`config.mk`:
```
export PLATFORM = sky130hd
export DESIGN_NAME = rtc_ad_bus_cycle
export DESIGN_NICKNAME = d
export VERILOG_FILES = /design/src/rtl/rtc_ad_bus_cycle.sv
export SDC_FILE = /design/constraint.sdc
export NUM_CORES = 1
export LEC_CHECK = 0
export CAP_MARGIN = 30
export CELL_PAD_IN_SITES_DETAIL_PLACEMENT = 0
export CELL_PAD_IN_SITES_GLOBAL_PLACEMENT = 1
export CORE_MARGIN = 2
export CORE_UTILIZATION = 36
export CTS_CLUSTER_DIAMETER = 200
export DETAILED_ROUTE_END_ITERATION = 6
export PLACE_DENSITY = 0.8
export SYNTH_ARGS = -nofsm -noshare
export SYNTH_HDL_FRONTEND = slang
export SYNTH_SLANG_ARGS = --single-unit
```
`constraint.sdc`:
```
create_clock -name CLK -period 1.94 [get_ports CLK]
set_clock_uncertainty 0.2 [all_clocks]
set_input_delay 0.291 -clock CLK [delete_from_list [all_inputs] [get_ports CLK]]
set_output_delay 0.291 -clock CLK [all_outputs]
set_load 0.02 [all_outputs]
```
`src/rtl/rtc_ad_bus_cycle.sv`:
```
// Multiplexed address/data bus-cycle generator for the external RTC chip.
// One accepted request produces address phase, turnaround, data phase and a done pulse.
module rtc_ad_bus_cycle #(
  parameter int T_PULSE = 4,
  parameter int T_HOLD  = 2,
  parameter int T_GAP   = 3
) (
  input  logic       CLK,
  input  logic       reset,
  input  logic       req,
  input  logic       rw,
  input  logic [7:0] addr,
  input  logic [7:0] wdata,
  input  logic [7:0] ADin,
  output logic [7:0] ADout,
  output logic       bus_oe,
  output logic       ad,
  output logic       cs,
  output logic       rd,
  output logic       wr,
  output logic [7:0] rdata,
  output logic       busy,
  output logic       done
);

  localparam int MAX_PH = (T_PULSE > T_HOLD) ? ((T_PULSE > T_GAP) ? T_PULSE : T_GAP)
                                             : ((T_HOLD > T_GAP) ? T_HOLD : T_GAP);
  localparam int CW = (MAX_PH > 1) ? $clog2(MAX_PH) : 1;

  localparam logic [CW-1:0] LD_PULSE = CW'(T_PULSE - 1);
  localparam logic [CW-1:0] LD_HOLD  = CW'(T_HOLD - 1);
  localparam logic [CW-1:0] LD_GAP   = CW'(T_GAP - 1);

  typedef enum logic [2:0] {
    S_IDLE, S_A_ASSERT, S_A_HOLD, S_GAP, S_D_ASSERT, S_D_HOLD, S_DONE
  } state_e;

  state_e        state_q, state_d;
  logic [CW-1:0] cnt_q, cnt_d;
  logic          rw_q, rw_d;
  logic [7:0]    addr_q, addr_d;
  logic [7:0]    wdata_q, wdata_d;
  logic [7:0]    rdata_q, rdata_d;
  logic [7:0]    adout_q, adout_d;
  logic          oe_q, oe_d;
  logic          ad_q, ad_d;
  logic          cs_q, cs_d;
  logic          rd_q, rd_d;
  logic          wr_q, wr_d;
  logic          busy_q, busy_d;
  logic          done_q, done_d;

  always_comb begin
    // NOTE: every variable gets a default first so no path leaves it unassigned (no latches).
    state_d = state_q;
    cnt_d   = cnt_q;
    rw_d    = rw_q;
    addr_d  = addr_q;
    wdata_d = wdata_q;
    rdata_d = rdata_q;

    unique case (state_q)
      S_IDLE, S_DONE: begin
        state_d = S_IDLE;
        if (req) begin
          state_d = S_A_ASSERT;
          cnt_d   = LD_PULSE;
          rw_d    = rw;
          addr_d  = addr;
          wdata_d = wdata;
        end
      end
      S_A_ASSERT, S_A_HOLD, S_GAP, S_D_ASSERT, S_D_HOLD: begin
        if (cnt_q != '0) begin
          cnt_d = cnt_q - CW'(1);
        end else begin
          unique case (state_q)
            S_A_ASSERT: begin state_d = S_A_HOLD;   cnt_d = LD_HOLD;  end
            S_A_HOLD:   begin state_d = S_GAP;      cnt_d = LD_GAP;   end
            S_GAP:      begin state_d = S_D_ASSERT; cnt_d = LD_PULSE; end
            S_D_ASSERT: begin
              state_d = S_D_HOLD;
              cnt_d   = LD_HOLD;
              if (rw_q) rdata_d = ADin;
            end
            default:    begin state_d = S_DONE;     cnt_d = '0;       end
          endcase
        end
      end
      default: state_d = S_IDLE;
    endcase

    // Outputs are decoded from the next state so they register in step with it.
    adout_d = 8'h00;
    oe_d    = 1'b0;
    ad_d    = 1'b1;
    cs_d    = 1'b1;
    rd_d    = 1'b1;
    wr_d    = 1'b1;
    busy_d  = 1'b1;
    done_d  = 1'b0;
    unique case (state_d)
      S_IDLE: busy_d = 1'b0;
      S_DONE: begin busy_d = 1'b0; done_d = 1'b1; end
      S_A_ASSERT: begin
        ad_d = 1'b0; cs_d = 1'b0; wr_d = 1'b0; oe_d = 1'b1; adout_d = addr_d;
      end
      S_A_HOLD: begin
        ad_d = 1'b0; oe_d = 1'b1; adout_d = addr_d;
      end
      S_GAP: ;
      S_D_ASSERT: begin
        cs_d = 1'b0;
        if (rw_d) rd_d = 1'b0;
        else begin wr_d = 1'b0; oe_d = 1'b1; adout_d = wdata_d; end
      end
      S_D_HOLD: if (!rw_d) begin oe_d = 1'b1; adout_d = wdata_d; end
      default: busy_d = 1'b0;
    endcase
  end

  // NOTE: sequential state uses non-blocking assignments so all flops update together.
  always_ff @(posedge CLK) begin
    if (!reset) begin
      state_q <= S_IDLE;
      cnt_q   <= '0;
      rw_q    <= 1'b0;
      addr_q  <= 8'h00;
      wdata_q <= 8'h00;
      rdata_q <= 8'h00;
      adout_q <= 8'h00;
      oe_q    <= 1'b0;
      ad_q    <= 1'b1;
      cs_q    <= 1'b1;
      rd_q    <= 1'b1;
      wr_q    <= 1'b1;
      busy_q  <= 1'b0;
      done_q  <= 1'b0;
    end else begin
      state_q <= state_d;
      cnt_q   <= cnt_d;
      rw_q    <= rw_d;
      addr_q  <= addr_d;
      wdata_q <= wdata_d;
      rdata_q <= rdata_d;
      adout_q <= adout_d;
      oe_q    <= oe_d;
      ad_q    <= ad_d;
      cs_q    <= cs_d;
      rd_q    <= rd_d;
      wr_q    <= wr_d;
      busy_q  <= busy_d;
      done_q  <= done_d;
    end
  end

  assign ADout  = adout_q;
  assign bus_oe = oe_q;
  assign ad     = ad_q;
  assign cs     = cs_q;
  assign rd     = rd_q;
  assign wr     = wr_q;
  assign rdata  = rdata_q;
  assign busy   = busy_q;
  assign done   = done_q;

endmodule

```
==> results of run 1 <==
-- critical path, cell delays in order, from the launching register on --
cell,delay [ns]
dfxtp_1,0.37
or3b_1,0.54
mux2i_4,0.26
nand3b_4,0.17
o32ai_1,0.17
-- through the flow --
step | power, W | instances | hold WS, ns | utilization | cell area [um^2]
after floorplan | 0.00187 | 187 | 0.162 | - | 1900
after global placement | 0.00221 | 309 | 0.273 | 0.497 | 2540
after global routing | 0.00295 | 317 | 0.332 | 0.516 | 2630
after detailed placement | 0.00221 | 309 | 0.278 | 0.497 | 2540
after CTS | 0.00279 | 317 | 0.300 | 0.515 | 2630
final | 0.00277 | 317 | 0.293 | 0.516 | 2630
-- area by class of cell --
class                      count  area, um^2
multi-input combinational    126         893
sequential                    45         901
timing repair buffer          65         651
fill                         472        2470
tap                           70        87.6
clock buffer                   5        68.8
clock inverter                 3        21.3
inverter                       3        11.3
-- registers in the layout, indices dropped and copies added, names as in the netlist --
| name | cells |
|---|---|
| done | 1 |
| rd | 1 |
| wdata_q | 8 |
| cnt_q | 2 |
| ADout | 8 |
| bus_oe | 1 |
| addr_q | 8 |
| state_q | 3 |
| wr | 1 |
| rdata | 8 |
| busy | 1 |
| rw_q | 1 |
| ad | 1 |
| cs | 1 |
-- path summary, 6_finish.rpt --
check                           cells after the start         to      start  slack, ns
worst max-delay path                                4   ADout[2]   cnt_q[0]       0.14
worst min-delay path                                2  addr_q[4]  addr_q[4]       0.29
worst max register to register                      4   ADout[2]   cnt_q[0]       0.14
worst min register to register                      2  addr_q[4]  addr_q[4]       0.29
-- cell usage in the layout (no fill, tap or decap), types with 2 or more instances in the layout --
cell              n
clkbuf_8          5
a221oi_1          2
o21ai_0           5
nor2_1           34
a31oi_1           2
mux2i_1          25
o21a_1            2
dfxtp_1          45
clkdlybuf4s50_1  50
nand2_1           6
o32ai_1           9
nand2b_1          8
inv_1             3
or2_2             2
or3_1             3
buf_12            3
o21bai_1          2
a21oi_1           5
buf_4            12
-- power groups by stage --
stage          logic, W  clock network [W]  registers, W
2_1_floorplan  0.000662                  0       0.00120
3_3_place_gp    0.00105                  0       0.00116
3_5_place_dp    0.00105                  0       0.00116
4_1_cts         0.00105           0.000600       0.00114
5_1_grt         0.00115           0.000645       0.00116
6_report        0.00105           0.000580       0.00114
-- cells by family after synthesis --
logic type / after synthesis / share of synthesized area
multiplexers: 29 / 0.167
buffers and inverters: 16 / 0.0561
AO/OA/AOI/OAI: 33 / 0.124
XOR/XNOR: 1 / 0.00858
AND/OR/NAND/NOR: 63 / 0.170
flip-flops: 45 / 0.475
-- per-layer routing --
metal | vias up | track usage
li1 | 776 | -
met1 | 704 | 0.188
met2 | 42 | 0.212
met3 | 6 | 0.0403
met4 | 0 | 0.0600
met5 | - | 0
-- what timing repair did --
item / in CTS / in global routing
endpoints found under the setup margin: 0 / 3
resized for setup: 0 / 2
hold endpoints to repair: 0 / 0
==> impl_results.md, run 1 <==
* DP Wirelength at 2830 um
* Area leader, netlist: dfxtp_1
* Pre-CTS WS at -0.129 ns
* Top post-synthesis cells by area: dfxtp_1 47%, mux2i_1 14%, nor2_1 6.7%
* Uppermost layer routed: met4
* Count leader, synth: dfxtp_1
* CP Class: reg -> reg
* Pin count of the biggest net entering global routing at 29
* Die H at 76.6 um
* Final hold vios at 0
* Synth warnings at 0
* Hold_buf cts at 0
* Num CTS Buffers at 5
* Total grt overflow at 0
* Critical path endpoint category: flip-flop
* Row Count at 26
* Ys async rst share at 0
* Fmax at 0.556 GHz
* Via count at approximately 1500
* Synth cell types at 39
* Startpoint types: flip-flop
* Post-synth EDFFs at 0
* Routed WL per cell at 12.4 um
* Initial DRT Pass Iterations at 5
* Final net count at 274
* Clock Power Share at 0.209
* Wire length on met3 at roughly 230 um
* Final worst setup slack at around 0.14 ns
* Logic gate share of total power at 0.380
* Static Leak at ~1.1 nW
* CTS tree: built
* Finish-stage setup viols at 0
* Synth top area share at 0.475
* ANT cells at 0
* Die W at 76.6 um
* WL met2 at around 1800 um
* Pwr dens at 1050 mW/mm^2
* Slew Limit Fails at 0
* Max Cap Violations at 0
* Dominant synthesized flop cell: dfxtp_1
* Core Area at 0.00511 mm^2
* Post-Synthesis Cells at about 190
* Worst path arrival time at around 1.8 ns
* Final ANT Viol Nets at 0
* Period Utilization, post-route at 0.927
* Worst-path clk slew at 0.09 ns
* Seq pwr share at 0.410
* Post-Syn Area at 0.00190 mm^2
* Status: complete, no violations
* Avg Cell Area, Syn at 10.1 um^2
* Syn nets at 215
* Flops & latches, synth at 45
* Port bufs at 50
* IO Pins at 51
* Net Switching at 0.000920 W
* Layout area overhead at 38.9%
* CP required at 1.94 ns
* RSZ-0062 raised after global routing: false
* Iteration-0 DRC Markers at 146
* Design internal power at 0.00185 W
* Vias in the first global route at 1423
* Post-layout min period at 1.80 ns
* Sw frac at 0.332
* Worst Path Max Fanout at 8
* Starting density of the core at 0.371
* TNS Setup at 0 ns
* Commonest cells in the netlist: 45 x dfxtp_1, 34 x nor2_1, 26 x mux2i_1
* Clk root buf: clkbuf_8
* Sequential element share of the synthesized area at 0.475
* Peak supply drop at between 0.0004 and 0.0005 V
* CTS Buffer Depth at 2
* # DRC at 0
* HP Class: reg -> reg
* Die area at 0.00587 mm^2
* Global-route wire length before repair at ~6700 um
* Tot GR Track Use at 0.141
* GPL Wtd Cong at 0.809
* Initial antenna violation count at 0
* Wire length on met1 at 1820 um
* Clock Latency Late Sink at 0.29 ns
* Slew headroom at 0.755
* H-tree depth at 2
* Vias/cell at ~4.8
* WL final at ~3900 um
* Clock Sinks at 45
* Least-Margin Pin Slew at 0.366 ns
* Share of post-route cells with drive strength above 1 at 0.138
* Postcts setup bufs at 0
No activity file was read; power rests on OpenSTA's default activity.
==> run 2: changes to the inputs <==
CORE_UTILIZATION = 30   (was 36)
PLACE_DENSITY = 0.69   (was 0.8)
==> impl_results.md, run 2 (same netlist as run 1, synthesis figures left out) <==
* Hold_buf cts at 0 (unchanged)
* CTS Buffer Depth at 2 (unchanged)
* Die W at 83.5 um (+9.0%)
* Postcts setup bufs at 0 (unchanged)
* Reg2Reg Launch Point: state_q[0]
* Final Instance Area at 0.00264 mm^2 (+0.33%)
* Clk root buf: clkbuf_8
* Reg2reg end: wr
* Vias/cell at 4.67 (-3.2%)
* Peak supply drop at 0.000433 V (-9.0%)
* H-tree depth at 2 (unchanged)
* CP required at 1.93 ns (about the same)
* Worst path arrival time at 1.80 ns (about the same)
* Worst-path clk slew at 0.09 ns (about the same)
* Final hold slack at 0.297 ns (+0.00449 ns)
* Worst Hold Depth at 2 (unchanged)
* # DRC at 0 (unchanged)
* Max Cap Violations at 0 (unchanged)
* ANT cells at 0 (unchanged)
* Initial DRT Pass Iterations at 4 (-1)
* Total grt overflow at 0 (unchanged)
* Period Utilization, post-route at 0.934 (+0.00711)
* Pwr dens at 1050 mW/mm^2 (-0.35%)
* Reg2reg path depth at 4 (unchanged)
* Port bufs at 50 (unchanged)
* RSZ-0062 raised after global routing: false
* Layout area overhead at 39.3%
* Commonest non-fill, non-tap cells in the layout: 50 x clkdlybuf4s50_1, 44 x dfxtp_1, 34 x nor2_1
* Worst Hold Path EP: addr_q[2]
* HP Class: reg -> reg
* Placed cell count at 315 (+1.9%)
* CTS tree: built
* GPL Wtd Cong at 0.810 (about the same)
* Routed WL per cell at 13.1 um (+5.2%)
* Final hold vios at 0 (unchanged)
* Finish-stage setup viols at 0 (unchanged)
* Final net count at 275 (+0.36%)
* Vias in the first global route at 1551 (+9.0%)
* IO Pins at 51 (unchanged)
* Hold Startpoint: addr_q[2]
* Iteration-0 DRC Markers at 79 (-46%)
* Final ANT Viol Nets at 0 (unchanged)
* Worst Path Max Fanout at 5 (-3)
* Initial antenna violation count at 0 (unchanged)
* Clock Latency Late Sink at 0.30 ns (about the same)
* Internal reg-to-reg setup slack at 0.13 ns (about the same)
* CP Class: reg -> reg
* Num CTS Buffers at 5 (unchanged)
* Slew headroom at 0.688 (-0.0667)
* Placed Area at 0.00254 mm^2 (about the same)
* Slew Limit Fails at 0 (unchanged)
* Least-Margin Pin Slew at 0.466 ns (+0.0997 ns)
* Final worst setup slack at 0.128 ns (-0.0138 ns)
* Pin count of the biggest net entering global routing at 24 (-17%)
* Die H at 83.5 um (+9.0%)
* Non-filler cells, final at 323 (+1.9%)
* Tot GR Track Use at 0.128 (-0.0127)
* WL final at 4230 um (+7.2%)
* Commonest non-fill, non-tap cell in the layout: clkdlybuf4s50_1
* Status: complete, no violations
* Clock Sinks at 45 (unchanged)
* Post-layout min period at 1.81 ns (+0.0138 ns)
* Static Leak at 1.08 nW (+1.0%)
* Startpoint types: flip-flop
* Critical path endpoint category: flip-flop
* Fmax at 0.552 GHz (-0.76%)
* DP Wirelength at 3100 um (+9.7%)
* Starting density of the core at 0.315 (-0.0566)
* Share of post-route cells with drive strength above 1 at 0.141 (+0.00348)
* Global-route wire length before repair at 7300 um (+8.7%)
* Row Count at 28 (+7.7%)
* # resized after CTS at 0 (unchanged)
* Via count at 1507 (-1.4%)
* TNS Setup at 0 ns (unchanged)
* Die area at 0.00697 mm^2 (+19%)
* Core Area at 0.00603 mm^2 (+18%)
* Pre-CTS WS at -0.165 ns (-0.0364 ns)
run 2: report_power, final:
part	switching (W)	total (W)	internal, W
clock	0.000328	0.000584	0.000256
sequential	0.0000838	0.00115	0.00106
combinational	0.000523	0.00104	0.000518
total	0.000935	0.00277	0.00184
run 2: how the worst max path moves through the flow:
stage / cells after the start / from / slack, ns / to
after floorplan: 6 / req / 0.28 / rd
after global placement: 6 / req / -0.09 / ADout[4]
after detailed placement: 6 / req / -0.17 / ADout[4]
after CTS: 5 / state_q[1] / 0.07 / rdata[2]
after global routing: 6 / req / 0.02 / ADout[5]
final: 4 / state_q[0] / 0.13 / wr
run 2: final cells by class:
type / instances / area (um^2)
Multi-Input combinational cell: 126 / 898
Fill cell: 606 / 3380
Clock buffer: 5 / 68.8
Tap cell: 75 / 93.8
Sequential cell: 45 / 902
Inverter: 3 / 11.3
Timing Repair Buffer: 66 / 646
Clock inverter: 3 / 22.5
run 2: stage by stage:
step                      total power (W)  utilization
after detailed placement          0.00220        0.422
after floorplan                   0.00187            -
after global routing              0.00296        0.439
after CTS                         0.00280        0.437
after global placement            0.00220        0.422
final                             0.00277        0.439
run 2: layer usage:
metal	track usage	up-vias	part of all wire
met5	0	-	0
met4	0.0440	0	0.013
met3	0.0346	4	0.048
met2	0.209	35	0.45
met1	0.164	692	0.48
li1	-	776	-
run 2: critical path, stage by stage (launching register included):
cell and delay, ns:
dfxtp_1 0.40, or3b_1 0.47, buf_4 0.20, and4_2 0.17
o31ai_1 0.26
==> run 3: changes to the inputs <==
GPL_TIMING_DRIVEN = 1   (was unset)
SKIP_LAST_GASP = 1   (was unset)
==> results of run 3 <==
The final DEF is identical to that of run 2; final timing and power are the same.
